## src/rtl/dac_spi_pkg.sv

```systemverilog
// Shared definitions for the DAC SPI link: word length, synchroniser depth
// and the receiver state encoding.
package dac_spi_pkg;

    localparam int DAC_WORD_BITS       = 24;
    localparam int SYNC_STAGES_DEFAULT = 2;

    typedef enum logic [1:0] {
        WAIT_IDLE = 2'd0,
        IDLE      = 2'd1,
        SHIFT     = 2'd2,
        FULL      = 2'd3
    } rx_state_e;

endpackage

```

## src/rtl/spi_input_sync.sv

```systemverilog
// Multi-flop synchroniser for one asynchronous pin, with registered
// single-cycle rise and fall pulses derived from the synchronised level.
module spi_input_sync #(
    parameter int STAGES = 2
) (
    input  logic i_clk,
    input  logic i_rst,
    input  logic i_async,
    output logic o_sync,
    output logic o_rise,
    output logic o_fall
);

    logic [STAGES-1:0] r_sync;
    logic              r_hist;
    logic              r_rise;
    logic              r_fall;

    // Synchroniser chain, one-flop history and registered edge pulses
    always_ff @(posedge i_clk or posedge i_rst) begin
        if (i_rst) begin
            r_sync <= {STAGES{1'b0}};
            r_hist <= 1'b0;
            r_rise <= 1'b0;
            r_fall <= 1'b0;
        end else begin
            r_sync <= {r_sync[STAGES-2:0], i_async};
            r_hist <= r_sync[STAGES-1];
            r_rise <= r_sync[STAGES-1] & ~r_hist;
            r_fall <= ~r_sync[STAGES-1] & r_hist;
        end
    end

    assign o_sync = r_sync[STAGES-1];
    assign o_rise = r_rise;
    assign o_fall = r_fall;

endmodule

```

## src/rtl/dac_spi_receiver.sv

```systemverilog
// Oversampling SPI target: deserialises MSB-first frames from the DAC master
// and presents each good frame on a parallel bus with a one-cycle strobe.
module dac_spi_receiver
    import dac_spi_pkg::*;
#(
    parameter int WORD_BITS   = DAC_WORD_BITS,
    parameter int SYNC_STAGES = SYNC_STAGES_DEFAULT
) (
    input  logic                 clock_in,
    input  logic                 reset,
    input  logic                 spi_cs_in,
    input  logic                 spi_clock_in,
    input  logic                 spi_data_in,
    output logic [WORD_BITS-1:0] data_out,
    output logic                 data_valid,
    output logic                 frame_error,
    output logic                 busy
);

    localparam int CNT_W = $clog2(WORD_BITS + 1);
    localparam logic [CNT_W-1:0] CNT_FULL = CNT_W'(WORD_BITS);
    localparam logic [CNT_W-1:0] CNT_ONE  = CNT_W'(1);

    logic w_cs_sync, w_cs_rise, w_cs_fall;
    logic w_sclk_sync, w_sclk_rise, w_sclk_fall;
    logic w_data_sync;
    logic w_unused_sclk;

    logic [SYNC_STAGES-1:0] r_data_sync;
    rx_state_e              r_state;
    logic [WORD_BITS-1:0]   r_shift;
    logic [CNT_W-1:0]       r_bit_count;
    logic                   r_overrun;
    logic [WORD_BITS-1:0]   r_data_out;
    logic                   r_data_valid;
    logic                   r_frame_error;
    logic                   r_busy;

    spi_input_sync #(.STAGES(SYNC_STAGES)) u_cs_sync (
        .i_clk   (clock_in),
        .i_rst   (reset),
        .i_async (spi_cs_in),
        .o_sync  (w_cs_sync),
        .o_rise  (w_cs_rise),
        .o_fall  (w_cs_fall)
    );

    spi_input_sync #(.STAGES(SYNC_STAGES)) u_sclk_sync (
        .i_clk   (clock_in),
        .i_rst   (reset),
        .i_async (spi_clock_in),
        .o_sync  (w_sclk_sync),
        .o_rise  (w_sclk_rise),
        .o_fall  (w_sclk_fall)
    );

    // Only the SCLK rising edge drives the shifter
    assign w_unused_sclk = w_sclk_sync ^ w_sclk_fall;

    // Data line synchroniser; no edge detection needed
    always_ff @(posedge clock_in or posedge reset) begin
        if (reset) begin
            r_data_sync <= {SYNC_STAGES{1'b0}};
        end else begin
            r_data_sync <= {r_data_sync[SYNC_STAGES-2:0], spi_data_in};
        end
    end

    assign w_data_sync = r_data_sync[SYNC_STAGES-1];

    // Frame state machine with registered output strobes
    always_ff @(posedge clock_in or posedge reset) begin
        if (reset) begin
            r_state       <= WAIT_IDLE;
            r_shift       <= {WORD_BITS{1'b0}};
            r_bit_count   <= {CNT_W{1'b0}};
            r_overrun     <= 1'b0;
            r_data_out    <= {WORD_BITS{1'b0}};
            r_data_valid  <= 1'b0;
            r_frame_error <= 1'b0;
            r_busy        <= 1'b0;
        end else begin
            r_data_valid  <= 1'b0;
            r_frame_error <= 1'b0;
            r_busy        <= ~w_cs_sync & (r_state != WAIT_IDLE);
            case (r_state)
                WAIT_IDLE: begin
                    if (w_cs_sync) begin
                        r_state <= IDLE;
                    end
                end
                IDLE: begin
                    // A simultaneous SCLK rise is deliberately dropped here
                    if (w_cs_fall) begin
                        r_shift     <= {WORD_BITS{1'b0}};
                        r_bit_count <= {CNT_W{1'b0}};
                        r_overrun   <= 1'b0;
                        r_state     <= SHIFT;
                    end
                end
                SHIFT: begin
                    if (w_cs_rise) begin
                        r_frame_error <= 1'b1;
                        r_state       <= IDLE;
                    end else if (w_sclk_rise) begin
                        r_shift <= {r_shift[WORD_BITS-2:0], w_data_sync};
                        if (r_bit_count != CNT_FULL) begin
                            r_bit_count <= r_bit_count + CNT_ONE;
                        end
                        if (r_bit_count == CNT_FULL - CNT_ONE) begin
                            r_state <= FULL;
                        end
                    end
                end
                FULL: begin
                    if (w_cs_rise) begin
                        if (r_overrun) begin
                            r_frame_error <= 1'b1;
                        end else begin
                            r_data_out   <= r_shift;
                            r_data_valid <= 1'b1;
                        end
                        r_state <= IDLE;
                    end else if (w_sclk_rise) begin
                        r_overrun <= 1'b1;
                    end
                end
                default: begin
                    r_state <= WAIT_IDLE;
                end
            endcase
        end
    end

    assign data_out    = r_data_out;
    assign data_valid  = r_data_valid;
    assign frame_error = r_frame_error;
    assign busy        = r_busy;

endmodule

```

## config.mk

```make
export PLATFORM = sky130hd
export DESIGN_NAME = dac_spi_receiver
export DESIGN_NICKNAME = d
export VERILOG_FILES = /design/src/rtl/dac_spi_pkg.sv /design/src/rtl/spi_input_sync.sv /design/src/rtl/dac_spi_receiver.sv
export SDC_FILE = /design/constraint.sdc
export NUM_CORES = 1
export LEC_CHECK = 0
export BUFFER_PORTS_ARGS = -buffer_cell sky130_fd_sc_hd__buf_2
export CORE_MARGIN = 3
export CORE_UTILIZATION = 61
export DETAILED_ROUTE_END_ITERATION = 8
export GPL_ROUTABILITY_DRIVEN = 0
export HOLD_SLACK_MARGIN = 0.02
export PLACE_DENSITY = 0.9
export SLEW_MARGIN = 0
export SYNTH_ARGS = -nofsm -noshare
export SYNTH_HDL_FRONTEND = slang
export SYNTH_SLANG_ARGS = --single-unit
export TNS_END_PERCENT = 1
```

## constraint.sdc

```tcl
create_clock -name clock_in -period 4.1 [get_ports clock_in]
set_input_delay 0.41 -clock clock_in [delete_from_list [all_inputs] [get_ports clock_in]]
set_output_delay 0.41 -clock clock_in [all_outputs]
set_load 0.1 [all_outputs]
```

==> reports/qor.txt <==
P_leak - 1.73 nW
# DRC - 0
Post-place instance area - 2910 sq um
Max clock buf depth - 2
Wire length per cell - 15.9 um
Total CTS buffers - 9
# H-tree levels - 3
Number of max-cap violations - 0
Cell area after synthesis - 2710 sq um
Worst setup SP type - flip-flop
EDFF count, synth - 0
Distinct cells, synth - 32
Critical Path AT - 2.52 ns
Non-Filler Instances - 327
Drt via density - 5.64
Status - complete, no violations
WP data required - 4.38 ns
CTS tree - built
Root Driver - clkbuf_8
Total number of vias - 1843
CTS clk-pin slew, worst paths - 0.08 ns
Chip Height - 72.7 um
GRT overflow - 0
Hold Vio Cnt, Final - 0
Initial antenna violation count - 0
Share of layout cells above drive strength 1 - 20.2%
Min cycle time layout - 2.24 ns
Clk sinks - 70
Cts hold-fix bufs - 0
Post-synth ARST share - 100%
RSZ-0062 raised after global routing - false
Vias in the first global route - 1862
Largest net degree at the start of global routing - 48
Pwr dens - 546 nW/um^2
Design area - 3120 sq um
Setup tns final - 0 ns
Routed wire length - 5.22 mm
Total power - 1.71 mW
Antenna diode count - 0
DIE WIDTH - 72.7 um
DP Cell Count - 311
Worst skew pair latency - 0.34 ns
First-pass GRT wire length - 8.79 mm
Setup slack after layout - 1.86 ns
Worst hold path class - primary input to flip-flop
First drt pass iteration count - 4
Commonest non-fill, non-tap cells in the layout - 76 x nand2_1, 70 x dfrtp_1, 31 x buf_2
Syn avg cell area - 11.5 sq um
Critical path peak fanout - 25
PostCTS Resize Cnt - 0
Gate Count Post-Synth - 236
VDD IR max - 0.354 mV
Num rows - 23
CORE AREA - 4140 sq um
Post-Synthesis Net Count - 248
Clk_skew - 0.0107 ns
Primary FF master, synth - dfrtp_1
Post-route antenna net violation count - 0
Full die area - 5280 sq um
# Post-CTS Setup Buffers - 0
Rel. slew slack - 34.4%
Register bit total from synthesis - 70
Period utilisation layout - 54.7%
Initial Util - 65.5%
Iter 0 DRT Violations - 145
Setup Viol. Count Final - 0
Register area share after synthesis - 64.6%
Max-slew violations - 0
Layout area overhead - 15.2%
Fin nets - 284
DP Worst Slack - 1.90 ns
Commonest non-fill, non-tap cell in the layout - nand2_1
Fmax - 446 MHz
Setup CP Type - flip-flop to flip-flop
Warnings, synthesis - 0
GRT Util Overall - 22.3%
I/O Pins - 32
Port-buffer cells - 31
DP Wirelength - 3.14 mm
CP endpoint kind - flip-flop
Worst slew pin tran - 0.980 ns
==> final cells by class <==
class                           count  area, sq um
Tap cell                           50         62.6
Multi-Input combinational cell    147          881
Clock inverter                      6         86.3
Timing Repair Buffer               34          178
Fill cell                         272         1020
Sequential cell                    70         1750
Clock buffer                       10          128
Inverter                           10         37.5
==> worst max-delay path, stage by stage, from the launching register on <==
cell	delay, ns
dfrtp_1	0.40
ha_1	0.23
nand3b_1	0.68
inv_2	0.65
nand2_1	0.14
nand2_1	0.09
==> synth_stat cells (all sizes together) (2+ instances only) <==
cell / instances / area, sq um
o21ai: 4 / 20.0
inv: 10 / 37.5
mux2i: 5 / 50.1
nor2b: 6 / 45.0
ha: 7 / 87.6
nand3: 3 / 15.0
dfrtp: 70 / 1750
nand2b: 2 / 20.0
nor2: 3 / 11.3
a21oi: 3 / 15.0
clkbuf: 2 / 7.51
a22o: 24 / 210
nor3: 2 / 15.0
buf: 7 / 35.0
nand2: 77 / 292
==> report_power, final <==
part	leakage (nW)	switching (mW)	internal, mW
combinational	0.672	0.256	0.110
sequential	0.950	0.0215	0.719
clock	0.106	0.257	0.342
total	1.73	0.534	1.17
==> stage by stage <==
stage | util, % | hold WS [ns]
global placement | 70.2 | 0.332
floorplan | - | 0.331
finish | 75.4 | 0.173
CTS | 75.4 | 0.163
detailed placement | 70.2 | 0.341
global route | 75.4 | 0.161
==> registers in the layout, indices dropped and copies added, names as in the netlist <==
signal,count
r_data_sync,2
u_cs_sync.o_fall,1
r_state,2
u_sclk_sync.o_rise,1
u_cs_sync.r_hist,1
frame_error,1
u_sclk_sync.r_hist,1
r_overrun,1
r_shift,24
data_out,24
r_bit_count,5
busy,1
u_cs_sync.o_rise,1
u_sclk_sync.r_sync,2
u_cs_sync.r_sync,2
data_valid,1
==> cell families after synthesis <==
kind of cell,synth area share [%]
and+or+nand+nor,16.1
buffers and inverters,2.95
adders and majority gates,3.23
muxes,1.85
DFF,64.6
AOI/OAI and AO/OA,11.3
==> per-layer routing <==
layer	routed length [um]	vias to the layer above	share of wire (%)	global-route usage, %
li1	-	858	-	-
met1	2290	916	44	29.2
met2	2560	54	49	35.2
met3	223	15	4.3	4.13
met4	142	0	2.7	12.9
met5	0	-	0	0
==> worst paths after layout <==
| path | from | to | slack, ns | cells past startpoint |
|---|---|---|---|---|
| worst max-delay path | r_state[0]$_DFFE_PP0P_ | data_out[1]$_DFFE_PP0P_ | 1.86 | 5 |
| worst min-delay path | spi_cs_in | u_cs_sync.r_sync[0]$_DFF_PP0_ | 0.17 | 1 |
| worst max register to register | r_state[0]$_DFFE_PP0P_ | data_out[1]$_DFFE_PP0P_ | 1.86 | 5 |
| worst min register to register | r_data_sync[0]$_DFF_PP0_ | r_data_sync[1]$_DFF_PP0_ | 0.35 | 0 |
| max in group asynchronous | reset | data_out[4]$_DFFE_PP0P_ | 2.97 | 3 |
| min in group asynchronous | reset | u_cs_sync.r_sync[1]$_DFF_PP0_ | 0.27 | 2 |
Note: power is estimated with default switching activity, not from simulation.
